==> config.mk <==
export PLATFORM = sky130hd
export DESIGN_NAME = bram_loader
export DESIGN_NICKNAME = d
export VERILOG_FILES = /design/src/rtl/bram_loader_pkg.sv /design/src/rtl/bram_loader_byte_to_word_packer.sv /design/src/rtl/bram_loader.sv
export SDC_FILE = /design/constraint.sdc
export NUM_CORES = 1
export LEC_CHECK = 0
export CAP_MARGIN = 20
export CORE_UTILIZATION = 60
export CTS_BUF_LIST = sky130_fd_sc_hd__clkbuf_16
export DETAILED_ROUTE_END_ITERATION = 16
export DONT_BUFFER_PORTS = 1
export PLACE_DENSITY = 0.76
export SYNTH_ARGS = -nofsm -noshare
export SYNTH_HDL_FRONTEND = slang
export SYNTH_SLANG_ARGS = --single-unit
==> constraint.sdc <==
create_clock -name CPU_CLK -period 5.3 [get_ports CPU_CLK]
set_input_delay 0.53 -clock CPU_CLK [delete_from_list [all_inputs] [get_ports CPU_CLK]]
set_output_delay 0.53 -clock CPU_CLK [all_outputs]
set_load 0.05 [all_outputs]
==> src/rtl/bram_loader_pkg.sv <==
// ---------------------------------------------------------------------------
// bram_loader_pkg
// Shared constants for the BRAM loader: default sizing, word/byte widths,
// FSM state encoding and a small address helper.
// ---------------------------------------------------------------------------
package bram_loader_pkg;

    localparam int BRAMWORDS_DEF       = 4096;
    localparam int CORE_RST_CYCLES_DEF = 5;

    localparam int WORD_W = 32;
    localparam int BYTE_W = 8;
    localparam int CNT_W  = 13;   // wide enough to hold a word count of 4096
    localparam int WE_W   = 4;

    // FSM state encoding (plain constants so legacy tools can consume them)
    typedef logic [2:0] state_t;
    localparam state_t ST_IDLE      = 3'd0;
    localparam state_t ST_LOAD_DATA = 3'd1;
    localparam state_t ST_LOAD_INST = 3'd2;
    localparam state_t ST_RST_CORE  = 3'd3;
    localparam state_t ST_DONE      = 3'd4;

    // Byte address of a word index (word-aligned, zero-extended).
    function automatic logic [WORD_W-1:0] word_addr(input logic [CNT_W-1:0] idx);
        return {{(WORD_W-CNT_W-2){1'b0}}, idx, 2'b00};
    endfunction

endpackage

==> src/rtl/bram_loader_byte_to_word_packer.sv <==
// ---------------------------------------------------------------------------
// bram_loader_byte_to_word_packer
// Assembles a little-endian byte stream into 32-bit words.
//   clk_i, rst_ni   : clock, asynchronous active-low reset
//   clear_i         : drop any partial word and restart at byte 0
//   byte_valid_i    : a byte is accepted this cycle (upstream valid & ready)
//   byte_i          : accepted byte
//   word_valid_o    : combinational pulse, high in the cycle the 4th byte
//                     of a word is accepted
//   word_o          : completed word, valid while word_valid_o is high
// ---------------------------------------------------------------------------
module bram_loader_byte_to_word_packer
    import bram_loader_pkg::*;
(
    input  logic              clk_i,
    input  logic              rst_ni,
    input  logic              clear_i,
    input  logic              byte_valid_i,
    input  logic [BYTE_W-1:0] byte_i,
    output logic              word_valid_o,
    output logic [WORD_W-1:0] word_o
);

    logic [1:0]  byte_cnt_q, byte_cnt_d;
    logic [23:0] partial_q,  partial_d;

    // The 4th byte is never stored: it is merged straight into word_o so
    // the word is available without an extra bubble.
    assign word_valid_o = byte_valid_i && (byte_cnt_q == 2'd3);
    assign word_o       = {byte_i, partial_q};

    always_comb begin
        byte_cnt_d = byte_cnt_q;
        partial_d  = partial_q;
        if (clear_i) begin
            byte_cnt_d = 2'd0;
            partial_d  = 24'd0;
        end else if (byte_valid_i) begin
            byte_cnt_d = byte_cnt_q + 2'd1;   // wraps 3 -> 0
            case (byte_cnt_q)
                2'd0:    partial_d[7:0]   = byte_i;
                2'd1:    partial_d[15:8]  = byte_i;
                2'd2:    partial_d[23:16] = byte_i;
                default: partial_d        = partial_q;
            endcase
        end
    end

    always_ff @(posedge clk_i or negedge rst_ni) begin
        if (!rst_ni) begin
            byte_cnt_q <= 2'd0;
            partial_q  <= 24'd0;
        end else begin
            byte_cnt_q <= byte_cnt_d;
            partial_q  <= partial_d;
        end
    end

endmodule

==> src/rtl/bram_loader.sv <==
// ---------------------------------------------------------------------------
// bram_loader
// Streams bytes into the Data RAM then the Inst RAM of an RV32 core through
// their debug write ports, then pulses the core reset.
//   CPU_CLK, CPU_RST_N         : clock, asynchronous active-low reset
//   start, data_words,
//   inst_words                 : load request and word counts (IDLE/DONE only)
//   s_data, s_valid, s_ready   : byte stream; a byte transfers on a rising
//                                edge where s_valid and s_ready are both high.
//                                s_valid may drop at any time; s_ready does not
//                                depend on s_valid.
//   CPU_Debug_{Data,Inst}RAM_* : word write ports (A2 byte address, WD2 data,
//                                WE2 byte enables), registered
//   core_rst                   : active-high core reset after loading
//   busy, done, err            : status
//   dbg_state                  : current FSM state
// Parameters: BRAMWORDS (words per BRAM), CORE_RST_CYCLES (>= 1).
// ---------------------------------------------------------------------------
module bram_loader
    import bram_loader_pkg::*;
#(
    parameter int BRAMWORDS       = BRAMWORDS_DEF,
    parameter int CORE_RST_CYCLES = CORE_RST_CYCLES_DEF
) (
    input  logic              CPU_CLK,
    input  logic              CPU_RST_N,
    input  logic              start,
    input  logic [CNT_W-1:0]  data_words,
    input  logic [CNT_W-1:0]  inst_words,
    input  logic [BYTE_W-1:0] s_data,
    input  logic              s_valid,
    output logic              s_ready,
    output logic [WORD_W-1:0] CPU_Debug_DataRAM_A2,
    output logic [WORD_W-1:0] CPU_Debug_DataRAM_WD2,
    output logic [WE_W-1:0]   CPU_Debug_DataRAM_WE2,
    output logic [WORD_W-1:0] CPU_Debug_InstRAM_A2,
    output logic [WORD_W-1:0] CPU_Debug_InstRAM_WD2,
    output logic [WE_W-1:0]   CPU_Debug_InstRAM_WE2,
    output logic              core_rst,
    output logic              busy,
    output logic              done,
    output logic              err,
    output logic [2:0]        dbg_state
);

    localparam logic [31:0] RST_LAST = 32'(CORE_RST_CYCLES - 1);

    state_t            state_q,      state_d;
    logic [CNT_W-1:0]  data_words_q, data_words_d;
    logic [CNT_W-1:0]  inst_words_q, inst_words_d;
    logic [CNT_W-1:0]  idx_q,        idx_d;
    logic [31:0]       rst_cnt_q,    rst_cnt_d;
    logic              err_q,        err_d;
    logic [WORD_W-1:0] d_a_q,  d_a_d,  d_wd_q, d_wd_d;
    logic [WORD_W-1:0] i_a_q,  i_a_d,  i_wd_q, i_wd_d;
    logic [WE_W-1:0]   d_we_q, d_we_d, i_we_q, i_we_d;

    logic              fire;
    logic              pack_clear;
    logic              word_valid;
    logic [WORD_W-1:0] word;
    logic              too_big;
    logic              last_word;
    logic [CNT_W-1:0]  cur_words;

    assign s_ready   = (state_q == ST_LOAD_DATA) || (state_q == ST_LOAD_INST);
    assign fire      = s_valid && s_ready;
    assign busy      = s_ready || (state_q == ST_RST_CORE);
    assign done      = (state_q == ST_DONE);
    assign core_rst  = (state_q == ST_RST_CORE);
    assign err       = err_q;
    assign dbg_state = state_q;

    assign too_big   = ({19'd0, data_words} > 32'(BRAMWORDS)) ||
                       ({19'd0, inst_words} > 32'(BRAMWORDS));
    assign cur_words = (state_q == ST_LOAD_INST) ? inst_words_q : data_words_q;
    assign last_word = word_valid && ((idx_q + 13'd1) == cur_words);

    bram_loader_byte_to_word_packer u_packer (
        .clk_i        (CPU_CLK),
        .rst_ni       (CPU_RST_N),
        .clear_i      (pack_clear),
        .byte_valid_i (fire),
        .byte_i       (s_data),
        .word_valid_o (word_valid),
        .word_o       (word)
    );

    always_comb begin
        state_d      = state_q;
        data_words_d = data_words_q;
        inst_words_d = inst_words_q;
        idx_d        = idx_q;
        rst_cnt_d    = rst_cnt_q;
        err_d        = err_q;
        d_a_d        = d_a_q;
        d_wd_d       = d_wd_q;
        i_a_d        = i_a_q;
        i_wd_d       = i_wd_q;
        d_we_d       = '0;
        i_we_d       = '0;
        pack_clear   = 1'b0;

        case (state_q)
            ST_IDLE, ST_DONE: begin
                if (start) begin
                    if (too_big) begin
                        err_d   = 1'b1;
                        state_d = ST_IDLE;
                    end else begin
                        err_d        = 1'b0;
                        data_words_d = data_words;
                        inst_words_d = inst_words;
                        idx_d        = '0;
                        rst_cnt_d    = '0;
                        pack_clear   = 1'b1;
                        if (data_words != '0)      state_d = ST_LOAD_DATA;
                        else if (inst_words != '0) state_d = ST_LOAD_INST;
                        else                       state_d = ST_RST_CORE;
                    end
                end
            end
            // The state moves on the same edge that accepts the final byte,
            // so the write cycle already shows the next region's s_ready.
            ST_LOAD_DATA: begin
                if (word_valid) begin
                    d_we_d = '1;
                    d_wd_d = word;
                    d_a_d  = word_addr(idx_q);
                    if (last_word) begin
                        idx_d   = '0;
                        state_d = (inst_words_q != '0) ? ST_LOAD_INST : ST_RST_CORE;
                    end else begin
                        idx_d = idx_q + 13'd1;
                    end
                end
            end
            ST_LOAD_INST: begin
                if (word_valid) begin
                    i_we_d = '1;
                    i_wd_d = word;
                    i_a_d  = word_addr(idx_q);
                    if (last_word) begin
                        idx_d   = '0;
                        state_d = ST_RST_CORE;
                    end else begin
                        idx_d = idx_q + 13'd1;
                    end
                end
            end
            ST_RST_CORE: begin
                if (rst_cnt_q == RST_LAST) state_d   = ST_DONE;
                else                       rst_cnt_d = rst_cnt_q + 32'd1;
            end
            default: state_d = ST_IDLE;
        endcase
    end

    always_ff @(posedge CPU_CLK or negedge CPU_RST_N) begin
        if (!CPU_RST_N) begin
            state_q      <= ST_IDLE;
            data_words_q <= '0;
            inst_words_q <= '0;
            idx_q        <= '0;
            rst_cnt_q    <= '0;
            err_q        <= 1'b0;
            d_a_q        <= '0;
            d_wd_q       <= '0;
            d_we_q       <= '0;
            i_a_q        <= '0;
            i_wd_q       <= '0;
            i_we_q       <= '0;
        end else begin
            state_q      <= state_d;
            data_words_q <= data_words_d;
            inst_words_q <= inst_words_d;
            idx_q        <= idx_d;
            rst_cnt_q    <= rst_cnt_d;
            err_q        <= err_d;
            d_a_q        <= d_a_d;
            d_wd_q       <= d_wd_d;
            d_we_q       <= d_we_d;
            i_a_q        <= i_a_d;
            i_wd_q       <= i_wd_d;
            i_we_q       <= i_we_d;
        end
    end

    assign CPU_Debug_DataRAM_A2  = d_a_q;
    assign CPU_Debug_DataRAM_WD2 = d_wd_q;
    assign CPU_Debug_DataRAM_WE2 = d_we_q;
    assign CPU_Debug_InstRAM_A2  = i_a_q;
    assign CPU_Debug_InstRAM_WD2 = i_wd_q;
    assign CPU_Debug_InstRAM_WE2 = i_we_q;

endmodule

# Word-level counts from Yosys, hierarchy flattened
# Cells that the tools add are included.
[totals] in_bits=38 register_bits=199 word_cells=104 out_inout_bits=144
[classes] n_lt_le_gt_ge=2 eq_ne=18 n_addsub=3 bitwise=1 n_reduce_logical=29 n_mux=35
[op_table] operator="32-bit two-way mux" n=3
[op_table] operator="13-bit two-way mux" n=5
[op_table] operator="32-bit one-hot mux with 2 select lines" n=1
[op_table] operator="24-bit two-way mux" n=2
[op_table] operator="13-bit nonzero test" n=3
[op_table] operator="32-bit by 1-bit adder with 32-bit output (second input constant)" n=1
[op_table] operator="32-bit by 3-bit == test with 1-bit output (second input constant)" n=1
[op_table] operator="13-bit > comparator (second input constant)" n=2
[op_table] operator="13-bit one-hot mux with 2 select lines" n=1
[op_table] operator="8-bit two-way mux" n=3
[op_table] operator="3-bit two-way mux" n=6
[op_table] operator="2-bit != test (second input constant)" n=7
[op_table] operator="13-bit by 1-bit adder with 13-bit output (second input constant)" n=1
[op_table] operator="13-bit == test" n=1
[op_table] operator="4-bit two-way mux" n=3
[op_table] operator="3-bit one-hot mux with 4 select lines" n=1
[op_table] operator="2-bit AND reduction" n=6
[op_table] operator="2-bit nonzero test" n=6
[op_table] operator="2-bit two-way mux" n=4
[op_table] operator="4-bit AND reduction" n=2
[op_table] operator="3-bit by 2-bit == test with 1-bit output (second input constant)" n=2
[op_table] operator="1-bit two-way mux" n=6
[op_table] operator="6-bit AND reduction" n=1
[op_table] operator="2-bit == test (second input constant)" n=2
[op_table] operator="other kinds (12)" n=18

# Logic depth before layout (Yosys ltp)
# Gate-level depths: netlist of the first run.
[depth] ltp_word=8 mapped_depth=11 depth_no_buf=10

# Cells and area by module
# A second synthesis of the first run with hierarchy kept.
[unflattened] hier_cells=769 area_unflattened_um2=9175.0
[modules_own_cells] mod="bram_loader" seq_area_each_um2=4179.0 cells_per_inst=659 n_inst=1 area_per_inst_um2=7872.6
[modules_own_cells] mod="bram_loader_byte_to_word_packer" seq_area_each_um2=650.6 cells_per_inst=110 n_inst=1 area_per_inst_um2=1302.5

# Least setup slack after synthesis of the first run
# OpenSTA, ideal clock, no wires.
[synth_path] path_type="register -> register" startpoint="reg state_q[0] (netlist: dbg_state[0])" endpoint="reg rst_cnt_q[24]" setup_time_ps=78 path_buffers=2 synth_period_minus_slack_ps=3856 stages_incl_launch_ff=10 t_required_ps=5222 t_arrival_ps=3778 path_slack_ps=1444 path_cell_list="dfrtp_1 -> buf_2 -> inv_1 -> nor3b_1 -> o21ai_2 -> a211oi_2 -> nand2_1 -> buf_2 -> or3_1 -> a21oi_1"
[synth_via] elab_cells_between_ends=10 classes_between="5 x eq/ne; 1 x mux; 4 x reduce/logical"
[synth_rtl] item="start: declaration" line="bram_loader.sv:48" source="state_t state_q, state_d;"
[synth_rtl] item="start signal: assignment" line="bram_loader.sv:174" source="state_q <= state_d;"
[synth_rtl] item="3-bit by 2-bit == test with 1-bit output *"
[synth_rtl] item="named net core_rst" line="bram_loader.sv:39" source="output logic core_rst,"
[synth_rtl] item="2-bit != test (no line) / 2-bit nonzero test (equally long branches)"
[synth_rtl] item="4-bit AND reduction (no line)"
[synth_rtl] item="end signal: assignment" line="bram_loader.sv:178" source="rst_cnt_q <= rst_cnt_d;"
[synth_rtl] item="end: declaration" line="bram_loader.sv:52" source="logic [31:0] rst_cnt_q, rst_cnt_d;"
# The timed path passes the listed nets; every way through them passes the cells marked *.
# A chain may end at the register's enable or synchronous reset.

# Worst setup path in the final report of the first run
[layout_path] startpoint="reg state_q[1] (netlist: dbg_state[1])" endpoint="reg state_q[0] (netlist: dbg_state[0])"
[layout_via] elab_chain_len=7 elab_cells_between_ends=20 classes_between="11 x eq/ne; 2 x mux; 7 x reduce/logical"
[layout_lines] item="branches (longest 7 deep; another with 13-bit two-way mux)"
# Several ways; the timed one is not identified.

==> flow_summary_export.csv, run 1 <==
group,metric,value,unit
logic_synthesis,synth_flop_cell,"dfrtp_1",
critical_path,worst-path-buf-inv,1,
sta,setup_viol,0,
routing,drt_pass1_iterations,5,
routing,viasPerCell,6.00,
clock_tree,cts_made_buffers,17,
logic_synthesis,synth_area_per_cell,11.6,um^2
logic_synthesis,synth_xor_area_share,5.16,%
critical_path,crit_family,"compound AO/OA/AOI/OAI gates",
clock_tree,clock-sinks,193,
floorplan,rows,44,
power_and_ir_drop,pwr-share-comb,24.3,%
sta,max_slew_margin,37.8,%
critical_path,crit_start,"dbg_state[1]$_DFFE_PN0P_",
sta,finalCritPeriodShare,67.1,%
power_and_ir_drop,irDropWorstVdd,0.392,mV
floorplan,die_x,125,um
logic_synthesis,ys_types,54,
critical_path,r2r-start,"dbg_state[1]$_DFFE_PN0P_",
power_and_ir_drop,pwr-share-seq,53.9,%
floorplan,initial_core_util,61.8,%
clock_tree,cts_resized,0,
logic_synthesis,yosys.area.top_type_share,53.5,%
clock_tree,path_clk_slew,70,ps
routing,drc,0,
routing,ant_nets,0,
clock_tree,cts_setup_buffers,0,
logic_synthesis,synthesis.area,9020,um^2
power_and_ir_drop,p_int,3080,uW
grt,grt_pass1_wl,30.2,mm
clock_tree,ctsHoldBuffers,1,
finish,finalNetCount,806,
sta,finalCriticalPeriod,3550,ps
critical_path,rrSetupSlack,1750,ps
power_and_ir_drop,power_density,571,nW/um^2
sta,worst_slew_pin_slew,936,ps
logic_synthesis,yosys.area_share.simple,12.5,%
power_and_ir_drop,p_sw,2390,uW
critical_path,critPathSlowestCell,"dfrtp_1",
finish,fillers,1095,
logic_synthesis,synthMostInstantiatedCell,"dfrtp_1",
critical_path,critPathArrivalTime,3870,ps
logic_synthesis,syn_inst,779,
sta,hold_viol_final,0,
critical_path,r2r-end,"dbg_state[0]$_DFFE_PN0P_",
floorplan,die_h,125,um
routing,routed_wl,18.4,mm
logic_synthesis,synth-edff-count,0,
floorplan,core_area,14600,um^2
clock_tree,cts_root_buf,"clkbuf_16",
sta,fmax,281,MHz
critical_path,endpoint_kind,"flop",
finish,antenna_cells,0,
critical_path,crit_fanout,19,
place,dp_hpwl,13.0,mm
routing,num_vias,5746,
logic_synthesis,yosysWarnings,0,
place,io_buffers,0,
worst_hold_path,hp-class,"in -> async",
logic_synthesis,ys_ff_latch,193,
sta,fin_tns_setup,0,ps
clock_tree,cts_tree,"yes",
floorplan,num_io_pins,182,
critical_path,worstRegToRegCells,9,
logic_synthesis,synth_fa_ha_area_share,0.971,%
floorplan,die_area,15500,um^2
logic_synthesis,muxShareOfSynthArea,16.4,%
finish,finalNonFillerCells,958,
grt,grt_max_degree,194,
logic_synthesis,synth_area_leader_cell,"dfrtp_1",
sta,slew_violations,0,
finish,fin_util,65.6,%
clock_tree,insertion_delay,430,ps
critical_path,worstPathCellList,"nor3b_4, buf_8, mux2i_1, xor2_1, o2111ai_1, o32a_1, o41ai_4, and2b_1, mux2_1",
logic_synthesis,synth_common_cells,"dfrtp_1, mux2_2, nand2_1, nor2_1, buf_4",
clock_tree,clockBufferDepth,2,
power_and_ir_drop,p_leak,0.00441,uW
grt,grt_pass1_vias,5599,
logic_synthesis,ys_top_cells_by_area,"dfrtp_1, mux2_2, buf_4, xnor2_1, nand3_1",
finish,drive_gt1_share,22.0,%
grt,grt.overflow.total,0,
outcome,status,"completed",
power_and_ir_drop,swShare,43.8,%
grt,grt_usage,24.7,%
run,cap_violations,0,
critical_path,criticalPathCategory,"reg -> reg",
finish,fin_area,9570,um^2
place,gp_congestion,0.867,
critical_path,critPathLaunchType,"flop",
routing,avgRoutedWirePerCell,19.2,um
power_and_ir_drop,pwr-share-clk,21.8,%
critical_path,required,5620,ps
finish,area_delta_synth_final,6.15,%
logic_synthesis,synthArstFlopShare,100,%
logic_synthesis,seq_area_frac_synth,53.5,%
place,dpl-instance-area,8980,um^2
sta,fin_skew,8.01,ps
grt,grt_antenna_before_repair,0,
logic_synthesis,synth_compound_area_share,5.38,%
routing,drtIter0Drc,408,
critical_path,slowest_delay,850,ps
logic_synthesis,synth_top_family_by_area,"multiplexers",
sta,rsz0062_at_grt,"false",
place,dpl.cell_count,924,
clock_tree,cts_max_level,4,
==> worst max-delay path by stage <==
stage	endpoint	depth (start not counted)
2_1_floorplan	rst_cnt_q[24]$_DFFE_PN0P_	9
3_3_place_gp	dbg_state[0]$_DFFE_PN0P_	8
4_1_cts	dbg_state[0]$_DFFE_PN0P_	8
3_5_place_dp	dbg_state[0]$_DFFE_PN0P_	8
5_1_grt	idx_q[4]$_DFFE_PN0P_	9
6_report	dbg_state[0]$_DFFE_PN0P_	9
==> flip-flops by register name, summed over array words and instances (netlist names) <==
signal                 count
CPU_Debug_DataRAM_A2      13
CPU_Debug_DataRAM_WD2     32
CPU_Debug_DataRAM_WE2      1
CPU_Debug_InstRAM_A2      13
CPU_Debug_InstRAM_WD2     32
CPU_Debug_InstRAM_WE2      1
data_words_q              13
dbg_state                  3
err                        1
idx_q                     13
inst_words_q              13
rst_cnt_q                 32
u_packer.byte_cnt_q        2
u_packer.partial_q        24
==> kinds of logic (layout without fill, tap and decap cells) <==
group,after synthesis,in the layout
AND/OR/NAND/NOR,224,224
other,1,38
buffers and inverters,94,52
multiplexers,133,133
AO/OA/AOI/OAI,77,77
flip-flops,193,193
adder cells (fa/ha/maj),7,7
XOR/XNOR,50,50
==> cell type report <==
type	instances	area [um^2]	share of cell area, %
tap	184	230	2.40
timing repair buffer	9	108	1.12
clock buffer	17	425	4.44
sequential	193	4830	50.5
clock inverter	15	128	1.33
multi-input combinational	529	3810	39.8
inverter	11	41.3	0.431
==> power by group through the flow <==
stage               clock [uW]  combinational [uW]  sequential, uW
finish                    1190                1330            2950
global route              1270                1450            3000
CTS                       1210                1320            2940
detailed placement           0                1280            2980
global placement             0                1210            2950
floorplan                    0                1160            2770
==> routing by layer <==
metal,vias up,global-route usage (%),wire length (um)
met3,22,5.93,1170
met2,204,39.8,9070
li1,2621,-,-
met5,-,0,0
met4,0,7.80,272
met1,2899,33.1,7870
==> placed cells by master (no fill, tap or decap), types with 3 or more instances in the layout <==
cell        netlist  final
buf_4            45      6
dfrtp_1         193    191
mux2i_1          14     14
xnor2_1          29     29
and4_1            3      3
a21oi_1          38     38
or3_1            10     10
a22o_1            3      3
ha_1              7      7
clkbuf_16         0     17
inv_1            11     11
and3_1           11     11
a21o_1            3      3
conb_1            1     38
nand4_1           8      8
nor2_1           50     49
nor3_1           11     11
xor2_1           19     19
inv_8             0      5
clkinvlp_4        0      3
nand2_1          52     52
o21ai_0          16     16
nor3b_1           6      4
mux2_2          118    118
nor4_1           16     16
nand3_1          40     40
==> through the flow <==
step	power [uW]	setup slack, ps	hold slack, ps
2_1_floorplan	3940	1440	234
3_3_place_gp	4160	1600	240
3_5_place_dp	4260	1370	239
4_1_cts	5470	1360	217
5_1_grt	5710	1620	221
6_report	5470	1750	133
Note: power is estimated with default switching activity, not from simulation.
==> run 2, diff against run 1 <==
clock period = 3.4 ns   (was 5.3 ns; I/O delays follow)
==> flow_summary_export.csv, run 2 (synthesized netlist as in run 1, its figures left out) <==
group,metric,value,unit
finish,final_common_cell,"dfrtp_1",
critical_path,cpMostUsedCell,"nor2_1",
critical_path,crit_start,"idx_q[0]$_DFFE_PN0P_",
clock_tree,insertion_delay,430,ps
run,cap_violations,0,
sta,setup_viol,0,
critical_path,r2r-end,"dbg_state[0]$_DFFE_PN0P_",
routing,wl_met3,1.04,mm
critical_path,r2r-start,"idx_q[0]$_DFFE_PN0P_",
clock_tree,clockBufferDepth,2,
sta,whs,-390,ps
finish,fillers,1079,
grt,grt_pass1_wl,30.3,mm
place,io_buffers,0,
finish,fin_util,66.1,%
grt,grt_pass1_vias,5725,
grt,grt_antenna_before_repair,0,
power_and_ir_drop,total_power,8660,uW
routing,avgRoutedWirePerCell,19.2,um
clock_tree,cts_root_buf,"clkbuf_16",
floorplan,die_h,125,um
critical_path,critPathArrivalTime,3300,ps
routing,ant_nets,0,
critical_path,rrSetupSlack,400,ps
worst_hold_path,hp-class,"in -> async",
finish,antenna_cells,0,
clock_tree,cts_made_buffers,17,
finish,fin_area,9640,um^2
clock_tree,cts_setup_buffers,0,
outcome,status,"finished, violations left",
critical_path,critPathLaunchType,"flop",
finish,layout_common_cells,"dfrtp_1, mux2_2, nand2_1, nor2_1, nand3_1",
clock_tree,cts_tree,"yes",
critical_path,endpoint_kind,"flop",
routing,met2WireLength,8.97,mm
grt,grt_usage,24.8,%
critical_path,crit_fanout,8,
sta,finalCritPeriodShare,88.1,%
routing,highest_layer,"met4",
sta,fmax,334,MHz
floorplan,core_area,14600,um^2
routing,drtIter0Drc,438,
critical_path,cp-endpoint,"dbg_state[0]$_DFFE_PN0P_",
finish,area_delta_synth_final,6.87,%
routing,drt_pass1_iterations,4,
routing,wl_met1,8.09,mm
critical_path,required,3710,ps
sta,slew_violations,0,
outcome,violations,"negative hold slack",
grt,grt_max_degree,194,
floorplan,initial_core_util,61.8,%
routing,num_vias,5752,
sta,rsz0062_at_grt,"false",
floorplan,rows,44,
power_and_ir_drop,p_leak,0.00446,uW
place,gp_congestion,0.844,
place,dpl-instance-area,9030,um^2
place,dp_hpwl,13.0,mm
grt,grt.overflow.total,0,
routing,drc,0,
critical_path,critPathSlowestCell,"o41ai_4",
critical_path,slowest_delay,550,ps
power_and_ir_drop,power_density,898,nW/um^2
critical_path,criticalPathCategory,"reg -> reg",
routing,routed_wl,18.5,mm
sta,finalCriticalPeriod,3000,ps
finish,drive_gt1_share,22.2,%
place,dpl.cell_count,931,
sta,hold_viol_final,193,
floorplan,die_x,125,um
finish,finalNetCount,811,
clock_tree,clock-sinks,193,
sta,worst_slew_pin_slew,949,ps
finish,finalNonFillerCells,963,
sta,fin_tns_setup,0,ps
floorplan,num_io_pins,182,
critical_path,worstPathCellList,"ha_1, nand2_1, nor2_1, xnor3_1, nor2_1, nand4b_1, o41ai_4, and2b_1, mux2_1",
sta,max_slew_margin,36.9,%
critical_path,worstRegToRegCells,9,
sta,fin_skew,6.67,ps
clock_tree,path_clk_slew,70,ps
power_and_ir_drop,irDropWorstVdd,0.411,mV
floorplan,die_area,15500,um^2
routing,viasPerCell,5.97,
clock_tree,cts_max_level,4,
run 2: cell count changes in the layout (fill, tap and decap cells not counted), sizes merged:
cell	change
buf	+5
bufinv	+3
clkinvlp	-3
clkinv	+1
inv	-1
run 2: final cells by class:
class	count	area (um^2)	area share, %
clock buffers	17	425	4.41
clock inverters	15	183	1.90
inverters	11	41.3	0.428
multi-input cells	529	3810	39.5
flip-flops and latches	193	4830	50.1
well taps	184	230	2.39
repair buffers	14	118	1.22
run 2: how the worst min path moves through the flow:
stage | from | end | slack [ps] | cells past startpoint
final | CPU_RST_N | data_words_q[6]$_DFFE_PN0P_ | -390 | 0
after detailed placement | CPU_RST_N | inst_words_q[10]$_DFFE_PN0P_ | 50 | 0
after floorplan | CPU_RST_N | CPU_Debug_DataRAM_A2[10]$_DFFE_PN0P_ | 40 | 0
after CTS | CPU_RST_N | inst_words_q[10]$_DFFE_PN0P_ | -410 | 0
after global routing | CPU_RST_N | data_words_q[6]$_DFFE_PN0P_ | -410 | 0
after global placement | CPU_RST_N | inst_words_q[10]$_DFFE_PN0P_ | 50 | 0
run 2: layer usage:
| metal | vias up | global-route usage, % |
|---|---|---|
| met4 | 0 | 9.85 |
| met1 | 2907 | 34.0 |
| met3 | 30 | 5.67 |
| li1 | 2629 | - |
| met2 | 186 | 38.4 |
| met5 | - | 0 |
run 2: repair_timing:
action | 4_1_cts | 5_1_grt
gates resized for setup | 0 | 0
endpoints found under the hold margin | 193 | 193
setup endpoints to repair | 0 | 0
run 2: critical path: cells and delay by family, from the launching register on:
kind,cells,cell delay (ps)
adder cells (fa/ha/maj),1,290
AO/OA/AOI/OAI,1,550
AND/OR/NAND/NOR,5,910
XOR/XNOR,1,350
multiplexers,1,330
flip-flops,1,460
run 2: where the power goes:
group          total [uW]  internal (uW)  switching, uW
sequential           4480           2910           1570
combinational        2140            940           1200
clock                2050           1170            877
run 2: through the flow:
| step | hold WS (ps) | setup slack [ps] |
|---|---|---|
| after floorplan | 44.4 | 211 |
| after global placement | 50.2 | 523 |
| after detailed placement | 50.5 | 411 |
| after CTS | -408 | 400 |
| after global routing | -408 | 139 |
| final | -390 | 404 |
